--- src/rtl/clk_div_pkg.sv ---
// rtl/clk_div_pkg.sv - shared constants, divisor type and divisor helper for clk_div_multi
package clk_div_pkg;

  localparam int DEF_WIDTH   = 16;
  localparam int DEF_DIV_VAL = 6;

  typedef logic [DEF_WIDTH-1:0] div_t;

  // A divisor of zero has no meaningful period, so it runs as divide-by-one.
  function automatic logic [31:0] eff_div(input logic [31:0] div);
    return (div == 32'd0) ? 32'd1 : div;
  endfunction

endpackage

--- src/rtl/clk_div_multi_if.sv ---
// rtl/clk_div_multi_if.sv - divisor configuration bus for clk_div_multi
interface clk_div_multi_if #(
  parameter int NUM_CH = 4,
  parameter int WIDTH  = 16
) ();

  localparam int CHW = (NUM_CH > 1) ? $clog2(NUM_CH) : 1;

  logic             cfg_we;
  logic [CHW-1:0]   cfg_ch;
  logic [WIDTH-1:0] cfg_div;

  modport master (output cfg_we, output cfg_ch, output cfg_div);
  modport slave  (input  cfg_we, input  cfg_ch, input  cfg_div);

endinterface

--- src/rtl/clk_div_chan.sv ---
// rtl/clk_div_chan.sv - one divider channel: counter, pending/active divisor, 50% duty output, tick
module clk_div_chan
  import clk_div_pkg::*;
#(
  parameter int WIDTH   = DEF_WIDTH,
  parameter int DEF_DIV = DEF_DIV_VAL
) (
  input  logic             sys_clk,
  input  logic             sys_rst_n,
  input  logic             ch_en,
  input  logic             sync,
  input  logic             we,
  input  logic [WIDTH-1:0] wdata,
  output logic             clk_out,
  output logic             tick,
  output logic [WIDTH-1:0] div_active
);

  localparam logic [WIDTH-1:0] ONE = WIDTH'(1);

  logic [WIDTH-1:0] a_q, p_q, cnt_q;
  logic [WIDTH-1:0] a_nxt, p_nxt, cnt_nxt, w_eff;
  logic             en_q, clk_p, clk_n;
  logic             running, clk_p_nxt;

  assign w_eff = WIDTH'(eff_div(32'(wdata)));

  // The first enabled edge only registers the enable, so the tick cycle sees cnt == 0.
  always_comb begin
    running = ch_en & en_q;
    a_nxt   = a_q;
    p_nxt   = p_q;
    cnt_nxt = '0;
    if (running) begin
      if (sync || (cnt_q == a_q - ONE)) begin
        a_nxt = p_q;
      end else begin
        cnt_nxt = cnt_q + ONE;
      end
    end else if (ch_en && sync) begin
      a_nxt = p_q;
    end
    if (we) begin
      p_nxt = w_eff;
      if (!running) a_nxt = w_eff;
    end
    clk_p_nxt = running && (cnt_nxt >= (a_nxt >> 1));
  end

  always_ff @(posedge sys_clk or negedge sys_rst_n) begin
    if (!sys_rst_n) begin
      a_q   <= WIDTH'(DEF_DIV);
      p_q   <= WIDTH'(DEF_DIV);
      cnt_q <= '0;
      en_q  <= 1'b0;
      clk_p <= 1'b0;
    end else begin
      a_q   <= a_nxt;
      p_q   <= p_nxt;
      cnt_q <= cnt_nxt;
      en_q  <= ch_en;
      clk_p <= clk_p_nxt;
    end
  end

  always_ff @(negedge sys_clk or negedge sys_rst_n) begin
    if (!sys_rst_n) clk_n <= 1'b0;
    else            clk_n <= clk_p;
  end

  // Odd divisors trim the high phase by half a cycle using the negedge copy.
  always_comb begin
    if (a_q == ONE)  clk_out = sys_clk & en_q;
    else if (a_q[0]) clk_out = clk_p & clk_n;
    else             clk_out = clk_p;
  end

  assign tick       = en_q && (cnt_q == '0);
  assign div_active = a_q;

endmodule

--- src/rtl/clk_div_multi.sv ---
// rtl/clk_div_multi.sv - multi-channel programmable clock divider top; CLKDIV_SYNC_EN adds sync_in
module clk_div_multi
  import clk_div_pkg::*;
#(
  parameter int NUM_CH  = 4,
  parameter int WIDTH   = DEF_WIDTH,
  parameter int DEF_DIV = DEF_DIV_VAL
) (
  input  logic                    sys_clk,
  input  logic                    sys_rst_n,
  clk_div_multi_if.slave          cfg_bus,
  input  logic [NUM_CH-1:0]       ch_en,
`ifdef CLKDIV_SYNC_EN
  input  logic                    sync_in,
`endif
  output logic [NUM_CH-1:0]       clk_out,
  output logic [NUM_CH-1:0]       tick,
  output logic [NUM_CH*WIDTH-1:0] div_active
);

  localparam int CHW = (NUM_CH > 1) ? $clog2(NUM_CH) : 1;

  logic sync;

`ifdef CLKDIV_SYNC_EN
  assign sync = sync_in;
`else
  assign sync = 1'b0;
`endif

  // Channel indices at or above NUM_CH match no decoder and are dropped.
  for (genvar i = 0; i < NUM_CH; i++) begin : g_ch
    logic we_i;
    assign we_i = cfg_bus.cfg_we && (cfg_bus.cfg_ch == CHW'(i));

    clk_div_chan #(
      .WIDTH   (WIDTH),
      .DEF_DIV (DEF_DIV)
    ) u_chan (
      .sys_clk    (sys_clk),
      .sys_rst_n  (sys_rst_n),
      .ch_en      (ch_en[i]),
      .sync       (sync),
      .we         (we_i),
      .wdata      (cfg_bus.cfg_div),
      .clk_out    (clk_out[i]),
      .tick       (tick[i]),
      .div_active (div_active[i*WIDTH +: WIDTH])
    );
  end

endmodule

--- src/flat_wrapper.sv ---
// flat-port wrapper written by rule: the top's interface ports become plain ports
module clk_div_multi_flat import clk_div_pkg::*;
#(
  parameter int NUM_CH  = 4,
  parameter int WIDTH   = DEF_WIDTH,
  parameter int DEF_DIV = DEF_DIV_VAL
)
  (sys_clk, sys_rst_n, ch_en, clk_out, tick, div_active, cfg_bus_cfg_we, cfg_bus_cfg_ch, cfg_bus_cfg_div);
  clk_div_multi_if #(.NUM_CH(NUM_CH), .WIDTH(WIDTH)) cfg_bus_i ();
  input  logic sys_clk;
  input  logic sys_rst_n;
  input  logic [NUM_CH-1:0] ch_en;
  output logic [NUM_CH-1:0] clk_out;
  output logic [NUM_CH-1:0] tick;
  output logic [NUM_CH*WIDTH-1:0] div_active;
  input wire logic [$bits(cfg_bus_i.cfg_we)-1:0] cfg_bus_cfg_we;
  input wire logic [$bits(cfg_bus_i.cfg_ch)-1:0] cfg_bus_cfg_ch;
  input wire logic [$bits(cfg_bus_i.cfg_div)-1:0] cfg_bus_cfg_div;
  assign cfg_bus_i.cfg_we = cfg_bus_cfg_we;
  assign cfg_bus_i.cfg_ch = cfg_bus_cfg_ch;
  assign cfg_bus_i.cfg_div = cfg_bus_cfg_div;
  clk_div_multi #(.NUM_CH(NUM_CH), .WIDTH(WIDTH), .DEF_DIV(DEF_DIV)) u_core (.sys_clk(sys_clk), .sys_rst_n(sys_rst_n), .cfg_bus(cfg_bus_i), .ch_en(ch_en), .clk_out(clk_out), .tick(tick), .div_active(div_active));
endmodule
--- config.mk ---
export PLATFORM = sky130hd
export DESIGN_NAME = clk_div_multi_flat
export DESIGN_NICKNAME = d
export VERILOG_FILES = /design/src/rtl/clk_div_pkg.sv /design/src/rtl/clk_div_multi_if.sv /design/src/rtl/clk_div_chan.sv /design/src/rtl/clk_div_multi.sv /design/src/flat_wrapper.sv
export SDC_FILE = /design/constraint.sdc
export NUM_CORES = 1
export LEC_CHECK = 0
export ABC_AREA = 1
export CAP_MARGIN = 20
export CORE_MARGIN = 8
export CORE_UTILIZATION = 55
export DETAILED_ROUTE_END_ITERATION = 10
export PLACE_DENSITY = 0.75
export RECOVER_POWER = 25
export SLEW_MARGIN = 20
export SYNTH_ARGS = -nofsm -noshare
export SYNTH_HDL_FRONTEND = slang
export SYNTH_HIERARCHICAL = 1
export SYNTH_SLANG_ARGS = --single-unit
export TNS_END_PERCENT = 30
--- constraint.sdc ---
create_clock -name sys_clk -period 3.9 [get_ports sys_clk]
set_input_delay 0.975 -clock sys_clk [delete_from_list [all_inputs] [get_ports sys_clk]]
set_output_delay 0.975 -clock sys_clk [all_outputs]
set_load 0.01 [all_outputs]
==> flow_summary.html <==
<table>
<tr><th>Metric</th><th>Value</th></tr>
<tr><th colspan="2">Critical path</th></tr>
<tr><td>Data arrival time of the critical path</td><td>3.37 ns</td></tr>
<tr><td>Type of the setup path with the least slack</td><td>register to primary output</td></tr>
<tr><td>Count of buffering cells on the critical path with inverters included</td><td>1</td></tr>
<tr><td>Cell at the slowest stage of the critical path</td><td>dfrtn_1</td></tr>
<tr><td>Number of cells on the worst reg-to-reg path</td><td>30</td></tr>
<tr><td>Origin of the critical flop-to-flop path</td><td>u_core/g_ch[2].u_chan/div_active[1]</td></tr>
<tr><td>Crit path max-delay family</td><td>flip-flops</td></tr>
<tr><td>Capturing point of the worst reg2reg path</td><td>u_core/g_ch[2].u_chan/clk_p</td></tr>
<tr><td>Maximum fanout along the worst path</td><td>1</td></tr>
<tr><td>Crit start category</td><td>register</td></tr>
<tr><td>Data required time of the critical path</td><td>2.92 ns</td></tr>
<tr><td>Internal reg-to-reg setup slack</td><td>0.24 ns</td></tr>
<tr><td>Critical-path cell list</td><td>o21ai_2 -&gt; a21oi_2 -&gt; buf_2</td></tr>
<tr><td>Crit end category</td><td>primary output</td></tr>
<tr><td>Worst stage delay on the critical path</td><td>0.40 ns</td></tr>
<tr><th colspan="2">Clocking</th></tr>
<tr><td>Post-cts hold buffer count</td><td>0</td></tr>
<tr><td>Post CTS Setup Buffer Count</td><td>0</td></tr>
<tr><td>CTS tree</td><td>done</td></tr>
<tr><td>Clk Latency, worst-skew pair</td><td>0.65 ns</td></tr>
<tr><td>Clock-pin slew reported for the worst setup and hold paths after clock tree synthesis</td><td>0.06 ns</td></tr>
<tr><th colspan="2">Finish</th></tr>
<tr><td>Layout overhead on the synthesized area</td><td>15.9%</td></tr>
<tr><td>Final Net Count</td><td>2,448</td></tr>
<tr><td>Number of diodes added for antenna fixing</td><td>0</td></tr>
<tr><td>Most common library cell in the layout ignoring fill and taps</td><td>nand2_1</td></tr>
<tr><td>Fraction of final layout cells with drive strength greater than 1</td><td>10.6%</td></tr>
<tr><td>Highest-count cells in the layout ignoring fill and taps</td><td>665 x nand2_1, 257 x inv_1, 231 x nand3_1</td></tr>
<tr><th colspan="2">Die</th></tr>
<tr><td>Die Height</td><td>183 µm</td></tr>
<tr><td>Core outline area</td><td>0.0276 mm²</td></tr>
<tr><td>Num ports</td><td>97</td></tr>
<tr><td>Total die area</td><td>0.0333 mm²</td></tr>
<tr><td>Die Width</td><td>183 µm</td></tr>
<tr><td>Initial cell density of the core</td><td>55.4%</td></tr>
<tr><td>Std cell rows</td><td>61</td></tr>
<tr><th colspan="2">STA</th></tr>
<tr><td>Unrepaired setup endpoints after global routing</td><td>true</td></tr>
<tr><td>Final setup viols</td><td>6</td></tr>
<tr><td>Relative slew slack</td><td>-58.8%</td></tr>
<tr><td>Setup slack after layout</td><td>-0.449 ns</td></tr>
<tr><td>Final Hold Viols</td><td>0</td></tr>
<tr><td>Total negative slack</td><td>-1.68 ns</td></tr>
<tr><td>Tightest Pin Transition</td><td>2.38 ns</td></tr>
<tr><td>Final count of pins violating max slew</td><td>83</td></tr>
<tr><td>Final worst clock skew</td><td>0.0245 ns</td></tr>
<tr><th colspan="2">Worst hold path</th></tr>
<tr><td>Sink of the worst hold path</td><td>u_core/g_ch[3].u_chan/p_q[2]</td></tr>
<tr><td>Count of cells along the worst hold path</td><td>2</td></tr>
<tr><td>Start point of the worst hold path</td><td>u_core/g_ch[3].u_chan/p_q[2]</td></tr>
<tr><td>Type of the tightest min-delay check</td><td>register to register</td></tr>
<tr><th colspan="2">GRT</th></tr>
<tr><td>Met2 usage</td><td>45.5%</td></tr>
<tr><td>GRT met3 Usage</td><td>4.79%</td></tr>
<tr><td>Pin count of the biggest net entering global routing</td><td>68</td></tr>
<tr><td>Number of global-route vias before repair</td><td>14.6k</td></tr>
<tr><td>Initial antenna violation count</td><td>2</td></tr>
<tr><td>Total global routing track utilization</td><td>27.1%</td></tr>
<tr><td>GRT met1 Usage</td><td>34.4%</td></tr>
<tr><td>Global route overflow</td><td>0</td></tr>
<tr><td>First-pass GRT wire length</td><td>74.0 mm</td></tr>
<tr><td>Global-route layer with the greatest usage</td><td>met2</td></tr>
<tr><th colspan="2">Power</th></tr>
<tr><td>Static power due to leakage</td><td>0.00896 µW</td></tr>
<tr><td>Relative contribution of the clock network to total power</td><td>35.0%</td></tr>
<tr><td>Power spent charging and discharging nets</td><td>2460 µW</td></tr>
<tr><td>Register share of total power</td><td>37.8%</td></tr>
<tr><td>Switching fraction of total power</td><td>34.4%</td></tr>
<tr><td>Pwr/cell area</td><td>405 mW/mm²</td></tr>
<tr><td>Internal portion of total power</td><td>4690 µW</td></tr>
<tr><td>Proportion of power drawn by combinational gates</td><td>27.1%</td></tr>
<tr><td>Worst vdd rail ir drop</td><td>0.312 mV</td></tr>
<tr><th colspan="2">Detailed routing</th></tr>
<tr><td>Number of antenna-violating nets in the routed design</td><td>0</td></tr>
<tr><td>DRT Wirelength</td><td>45.6 mm</td></tr>
<tr><td>Vias post-DR</td><td>15.1k</td></tr>
<tr><td>Remaining routing DRC violations</td><td>0</td></tr>
<tr><td>First-iteration detailed-routing DRC count</td><td>1,246</td></tr>
<tr><td>Drt wl/cell</td><td>16.6 µm</td></tr>
<tr><td>Vias per cell</td><td>5.52</td></tr>
<tr><td>Length of the first detailed-routing pass in iterations</td><td>5</td></tr>
<tr><th colspan="2">Run status</th></tr>
<tr><td>Outcome</td><td>complete, but fails checks</td></tr>
<tr><td>Failing checks</td><td>capacitance limit, slew limit, setup timing</td></tr>
<tr><th colspan="2">Synth</th></tr>
<tr><td>Synth warnings</td><td>6</td></tr>
<tr><td>Cell count after synthesis</td><td>2,220</td></tr>
<tr><td>Flop and latch count out of synthesis</td><td>204</td></tr>
<tr><td>Portion of the post-synthesis area used by sequential elements</td><td>33.6%</td></tr>
<tr><td>Netlist Area Pre-Place</td><td>0.0153 mm²</td></tr>
<tr><td>Synth async-reset ratio</td><td>100%</td></tr>
<tr><td>Top FF cell, synth</td><td>dfrtp_1</td></tr>
<tr><td>Number of synthesized flops with an enable pin</td><td>0</td></tr>
<tr><td>Number of distinct library cells after synthesis</td><td>52</td></tr>
<tr><td>Syn avg cell area</td><td>6.87 µm²</td></tr>
<tr><th colspan="2">Place</th></tr>
<tr><td>Post-detail-place hpwl</td><td>33.4 mm</td></tr>
<tr><td>Weighted congestion reported at the end of routability-driven placement</td><td>0.938</td></tr>
<tr><td>Setup slack after placement</td><td>-0.178 ns</td></tr>
<tr><td>Number of I/O port buffers</td><td>96</td></tr>
<tr><th colspan="2">Run</th></tr>
<tr><td>Max-cap check violation count</td><td>2</td></tr>
</table>
## power groups by stage
stage | combinational (µW) | sequential [µW] | clock [µW]
4_1_cts | 1920 | 2700 | 2550
6_report | 1940 | 2710 | 2500
5_1_grt | 2180 | 2740 | 2630
2_1_floorplan | 1170 | 2680 | 0.0571
3_5_place_dp | 1910 | 2730 | 0.0623
3_3_place_gp | 1850 | 2730 | 0.0623
## worst reg2reg max path, delay by kind of cell, from the launching register on
| family | cells | cell delay, ns |
|---|---|---|
| AO/OA/AOI/OAI | 2 | 0.20 |
| XOR/XNOR | 1 | 0.15 |
| adder cells (fa/ha/maj) | 2 | 0.51 |
| buffers and inverters | 3 | 0.36 |
| flip-flops | 1 | 0.57 |
| AND/OR/NAND/NOR | 22 | 1.73 |
## kinds of logic after synthesis
kind of cell               Yosys count  share of synthesized area [%]
AOI/OAI and AO/OA                  197                           7.65
xor gates and xnor gates            87                           5.08
adders and majority gates           76                           6.23
buffers and inverters              365                           9.67
DFF                                204                           33.6
other                                1                         0.0246
and+or+nand+nor                   1290                           37.7
## sequential cells by signal (all words and copies together), names as in the netlist
register,flops
u_core/g_ch.u_chan/cnt_q,64
u_core/g_ch.u_chan/div_active,64
u_core/g_ch.u_chan/p_q,64
u_core/g_ch.u_chan/clk_n,4
u_core/g_ch.u_chan/clk_p,4
u_core/g_ch.u_chan/en_q,4
## layout make-up
cell class	count	area [µm²]
Inverter	299	1120
Tap cell	378	473
Timing Repair Buffer	144	1310
Sequential cell	204	5120
Clock buffer	49	866
Multi-Input combinational cell	1666	8750
Clock inverter	3	40.0
Fill cell	2518	9870
## cells in the mapped netlist, types with 4 or more instances
cell type  instances  area, µm²
nor4_1            23        144
inv_1            258        968
dfstp_2           16        420
o211ai_1          38        285
xnor2_1           28        245
dfrtn_1            4        100
nand3_1          231       1160
dfrtp_1          184       4600
nor3b_1            6       45.0
a211oi_1           6       45.0
buf_1              5       18.8
nor3_1            37        185
clkbuf_1          36        135
clkinv_1           6       22.5
a41o_1             4       40.0
buf_6              7       78.8
nand3b_1          15        113
a21oi_1           55        275
nor2_1           196        736
nor2_2            19        119
o21ai_0           74        370
nand4_1           22        138
nand3_2           17        170
inv_2             35        131
a31oi_1            6       37.5
xor2_1            58        508
nand2_1          666       2500
ha_1              76        951
buf_2              9       45.0
nor2_4             8       90.1
buf_4              6       45.0
nand2_2           38        238
## metrics by stage
| stage | cells | cell area, µm² | utilization, % | hold slack (ns) | power, µW |
|---|---|---|---|---|---|
| global placement | 2695 | 16800 | 61.0 | 0.458 | 4580 |
| finish | 2743 | 17700 | 64.2 | 0.471 | 7150 |
| CTS | 2743 | 17700 | 64.2 | 0.188 | 7180 |
| global route | 2743 | 17700 | 64.2 | 0.489 | 7560 |
| detailed placement | 2695 | 16800 | 61.0 | 0.461 | 4640 |
| floorplan | 2235 | 15300 | - | 0.449 | 3860 |
## how the worst max path moves through the flow
stage               slack (ns)                        start  depth (start not counted)         end
floorplan                 0.25  u_core/g_ch[0].u_chan/clk_n                          2  clk_out[0]
global placement         -0.16  u_core/g_ch[0].u_chan/clk_n                          3  clk_out[0]
detailed placement       -0.18  u_core/g_ch[3].u_chan/clk_n                          3  clk_out[3]
CTS                      -0.48  u_core/g_ch[3].u_chan/clk_n                          3  clk_out[3]
global route             -0.49  u_core/g_ch[1].u_chan/clk_n                          3  clk_out[1]
finish                   -0.45  u_core/g_ch[1].u_chan/clk_n                          3  clk_out[1]
## timing repair
action	4_1_cts	5_1_grt
pin swaps	8	0
cloned	0	0
resized for setup	27	8
endpoints found under the setup margin	6	9
## layer usage
layer / wire length [µm] / share of wire, % / vias up
met5: 23 / 0.050 / -
met4: 1350 / 3.0 / 4
met3: 3320 / 7.3 / 100
met2: 21600 / 47 / 560
met1: 19300 / 42 / 7123
li1: - / - / 7361
Note: power is estimated with default switching activity, not from simulation.
